### src/rtl/prng_reject_sampler.sv
// Galois-LFSR random source with rejection sampling against an inclusive limit
// and a set of exclude slots, returning one result per request over valid/ready.
//
// state | meaning
// IDLE  | waiting for req; seed_load honoured here only
// STEP  | advance the LFSR once to produce the next candidate
// CHECK | evaluate candidate, accept / give up / retry
// HOLD  | result presented, waiting for ready
module prng_reject_sampler #(
  parameter int                   OUTPUT_SIZE = 4,
  parameter int                   LFSR_SIZE   = 16,
  parameter logic [LFSR_SIZE-1:0] TAPS        = 16'hB400,
  parameter int                   NUM_EXCLUDE = 2,
  parameter int                   MAX_TRIES   = 15
) (
  input  logic                               clk,
  input  logic                               resetn,
  input  logic [LFSR_SIZE-1:0]               seed,
  input  logic                               seed_load,
  input  logic                               req,
  input  logic [OUTPUT_SIZE-1:0]             limit,
  input  logic [NUM_EXCLUDE*OUTPUT_SIZE-1:0] exclude_vec,
  input  logic [NUM_EXCLUDE-1:0]             exclude_en,
  input  logic                               ready,
  output logic                               valid,
  output logic [OUTPUT_SIZE-1:0]             rnd,
  output logic                               fail,
  output logic                               busy,
  output logic [$clog2(MAX_TRIES+2)-1:0]     tries
);

  localparam int TW = $clog2(MAX_TRIES+2);
  localparam logic [TW-1:0] TRIES_LAST = TW'(MAX_TRIES);
  localparam logic [TW-1:0] TRIES_SAT  = TW'(MAX_TRIES + 1);

  typedef enum logic [1:0] {IDLE, STEP, CHECK, HOLD} state_t;

  state_t state, state_nxt;

  logic [LFSR_SIZE-1:0]               lfsr;
  logic [LFSR_SIZE-1:0]               lfsr_step;
  logic [LFSR_SIZE-1:0]               seed_safe;
  logic [OUTPUT_SIZE-1:0]             cand;
  logic [OUTPUT_SIZE-1:0]             limit_q;
  logic [NUM_EXCLUDE*OUTPUT_SIZE-1:0] excl_q;
  logic [NUM_EXCLUDE-1:0]             excl_en_q;
  logic                               excl_hit;
  logic                               accept;
  logic                               give_up;

  // An all-zero Galois LFSR never leaves zero, so a zero seed is replaced by 1.
  assign seed_safe = (seed == '0) ? LFSR_SIZE'(1) : seed;
  assign lfsr_step = (lfsr >> 1) ^ (lfsr[0] ? TAPS : '0);
  assign cand      = lfsr[OUTPUT_SIZE-1:0];

  always_comb begin
    excl_hit = 1'b0;
    for (int i = 0; i < NUM_EXCLUDE; i++) begin
      if (excl_en_q[i] && (excl_q[i*OUTPUT_SIZE +: OUTPUT_SIZE] == cand)) excl_hit = 1'b1;
    end
  end

  assign accept  = (cand <= limit_q) && !excl_hit;
  assign give_up = !accept && (tries == TRIES_LAST);

  always_ff @(posedge clk) begin
    if (!resetn) state <= IDLE;
    else         state <= state_nxt;
  end

  always_comb begin
    state_nxt = state;
    case (state)
      IDLE:    if (req) state_nxt = STEP;
      STEP:    state_nxt = CHECK;
      CHECK:   state_nxt = (accept || give_up) ? HOLD : STEP;
      HOLD:    if (ready) state_nxt = IDLE;
      default: state_nxt = IDLE;
    endcase
  end

  always_comb begin
    valid = (state == HOLD);
    busy  = (state != IDLE);
  end

  always_ff @(posedge clk) begin
    if (!resetn) begin
      lfsr      <= seed_safe;
      rnd       <= '0;
      fail      <= 1'b0;
      tries     <= '0;
      limit_q   <= '0;
      excl_q    <= '0;
      excl_en_q <= '0;
    end else begin
      case (state)
        IDLE: begin
          if (seed_load) lfsr <= seed_safe;
          if (req) begin
            limit_q   <= limit;
            excl_q    <= exclude_vec;
            excl_en_q <= exclude_en;
            tries     <= '0;
          end
        end
        STEP: lfsr <= lfsr_step;
        CHECK: begin
          tries <= (tries == TRIES_SAT) ? tries : tries + 1'b1;
          if (accept) begin
            rnd  <= cand;
            fail <= 1'b0;
          end else if (give_up) begin
            rnd  <= '0;
            fail <= 1'b1;
          end
        end
        HOLD: if (ready) fail <= 1'b0;
        default: ;
      endcase
    end
  end

endmodule
### config.mk
export PLATFORM = sky130hd
export DESIGN_NAME = prng_reject_sampler
export DESIGN_NICKNAME = d
export VERILOG_FILES = /design/src/rtl/prng_reject_sampler.sv
export SDC_FILE = /design/constraint.sdc
export NUM_CORES = 1
export LEC_CHECK = 0
export ABC_AREA = 1
export CORE_MARGIN = 3
export CORE_UTILIZATION = 25
export CTS_BUF_LIST = sky130_fd_sc_hd__clkbuf_8 sky130_fd_sc_hd__clkbuf_16
export CTS_CLUSTER_SIZE = 14
export DETAILED_ROUTE_END_ITERATION = 7
export PLACE_DENSITY = 0.54
export SLEW_MARGIN = 15
export SYNTH_ARGS = -nofsm -noshare
export SYNTH_HDL_FRONTEND = slang
export SYNTH_SLANG_ARGS = --single-unit
export TNS_END_PERCENT = 30
### constraint.sdc
create_clock -name clk -period 2.1 [get_ports clk]
set_input_delay 0.42 -clock clk [delete_from_list [all_inputs] [get_ports clk]]
set_output_delay 0.42 -clock clk [all_outputs]
set_load 0.02 [all_outputs]
==> flow_summary.toml <==
[outcome]
status = "complete, no violations"

[logic_synthesis]
synth_seq_area_share = 0.486
syn-mean-instance-area_um2 = 7.99
synth_area_leaders = "dfxtp_1 (25%), edfxtp_1 (23%), nand2_1 (11%)"
synth.top_cell.area_share = 0.253
netlist_area_um2 = 2060
postSynthCellCount = 258
syn-num-nets = 300
synth_area_leader_cell = "dfxtp_1"
yosysWarningCount = 0
yosysUniqueCellTypes = 29
synth-seq-cells = 42

[drt]
wirelength_um = 4750
drc_errors = 0
final_antenna_net_count = 0
routed-via-count = 1793
dr.pass1.iters = 4
wl_per_cell_um = 11.4
first_iter_violations = 49
drt-vias-per-instance = 4.31

[sta]
holdWs_ps = 471
finalCritPeriodShare = 0.913
setup_viol = 0
slew_headroom = 0.738
rsz0062_at_grt = "no"
post-route-min-period_ps = 1920
max_freq_mhz = 522
tightest_slew_ps = 389
slew_viol_final = 0
setup_tns_ps = 0
finalClockSkew_ps = 7.00
hold_viol_final = 0

[cts]
h-tree-depth = 2
cts_tree = "done"
postCtsHoldBufs = 0
worstSkewPairLatency_ps = 290
cts_buffers = 5
cts_buffer_depth = 2
clock-root-buffer = "clkbuf_8"
cts_resized = 0
postCtsSetupBuffers = 0
numClockSinks = 42
clkTransAtPathRegs_ps = 80

[global_routing]
grt_start_max_net_pins = 22
grt_pass1_wl_um = 7810
track_usage = 0.103
grt_antenna_before_repair = 0
grt-ovfl-total = 0
grt_pass1_vias = 1640

[floorplan]
initial_utilization = 0.263
die_w_um = 96.8
core_um2 = 7850
fp.dieArea_um2 = 9370
io_pins = 47
fp.dieH_um = 96.8
rows = 32

[critical_path]
cp-end-kind = "output pin"
critPathMaxStageDelay_ps = 600
cp_max_fo = 4
cp_slowest_cell = "clkdlybuf4s50_1"
start_kind = "flop"
rr_worst_depth = 9
worstSetupPathType = "reg -> out"
cp_data_required_time_ps = 1680
cp_cell_sequence = "nand2_1, inv_1, clkdlybuf4s50_1"
arrival_ps = 1500

[layout]
fin_nets = 355
synthToLayoutAreaGrowth_pct = 36.4
design_area_um2 = 2810
insertedDiodeCount = 0
layout_commonest_cell = "nand2_1"
nFillCells = 846
layout-drive-gt1-share = 0.111
layout_common_cells = "nand2_1 (62), clkdlybuf4s50_1 (46), inv_1 (28), dfxtp_1 (26), nor2_1 (23)"

[place]
portBuffers = 46
dpl_cell_area_um2 = 2700
hpwl_um = 3650
gp_congestion = 0.791

[power]
power_density_nw_per_um2 = 713
leakagePower_nw = 1.15
peakVddDrop_mv = 0.365

[run]
drv_cap = 0

[worst_hold_path]
hp-class = "reg -> reg"
whs_path_depth = 2
synth_stat cells:
master     n
inv_2      7
clkbuf_1   1
a31oi_1    2
a21oi_2    1
nor2_4     1
o21bai_1   1
nand2_2    4
buf_2      4
nand4_1    2
buf_6      2
o22ai_1    1
inv_1     27
nand3_1    9
ha_1       7
nand2_1   62
nor2_2     3
xnor2_1    5
o21ai_1    5
edfxtp_1  16
inv_4      1
nor4_1     4
o21ai_0   19
buf_1      1
a211oi_2   1
nor2_1    23
a211oi_1   2
dfxtp_1   26
a21oi_1   20
nor3_1     1
through the flow:
| step | util | total power [W] | std cells | worst slack [ps] |
|---|---|---|---|---|
| floorplan | - | 0.00124 | 258 | 485 |
| detailed placement | 0.344 | 0.00142 | 408 | 341 |
| CTS | 0.358 | 0.00205 | 416 | 170 |
| global route | 0.358 | 0.00215 | 416 | 80.5 |
| finish | 0.358 | 0.00200 | 416 | 184 |
| global placement | 0.344 | 0.00142 | 408 | 358 |
layer usage:
metal  global-route usage  vias to the layer above  wire (um)
met5                    0                        -          0
met1                0.134                      797       2320
li1                     -                      952          -
met3               0.0296                        6        214
met2                0.163                       38       2160
met4               0.0335                        0         57
state kept, by name (all words and copies together), names as in the netlist:
register	cells
limit_q	4
tries	5
excl_q	8
state	2
fail	1
lfsr	16
excl_en_q	2
rnd	4
critical path, delay by kind of cell, from the launching register on:
family | cells | cell delay [ps]
buffers and inverters | 2 | 680
DFF | 1 | 440
and+or+nand+nor | 1 | 100
final timing paths:
path                                  from         end  slack, ps
worst max-delay path              state[0]       valid        180
worst min-delay path            limit_q[2]  limit_q[2]        470
worst max register to register     lfsr[3]      rnd[0]        460
worst min register to register  limit_q[2]  limit_q[2]        470
layout make-up:
type                       instances  area [um2]  area share
clock buffer                       7         108      0.0383
clock inverter                     1        3.75     0.00134
inverter                          35         134      0.0476
multi-input combinational        173         876       0.312
sequential                        42        1000       0.356
tap                              102         128      0.0454
timing repair buffer              56         561       0.199
cells by family after synthesis:
family,Yosys count,share of synthesized area
AO/OA/AOI/OAI,52,0.137
XOR/XNOR,5,0.0212
adder cells (fa/ha/maj),7,0.0425
buffers and inverters,43,0.0893
flip-flops,42,0.486
AND/OR/NAND/NOR,109,0.224
power breakdown:
group | total, W | leakage, nW | internal [W] | switching, W
clock | 0.000606 | 0.0608 | 0.000335 | 0.000271
sequential | 0.000971 | 0.378 | 0.000932 | 0.0000388
combinational | 0.000428 | 0.713 | 0.000201 | 0.000228
No activity file was read; power rests on OpenSTA's default activity.
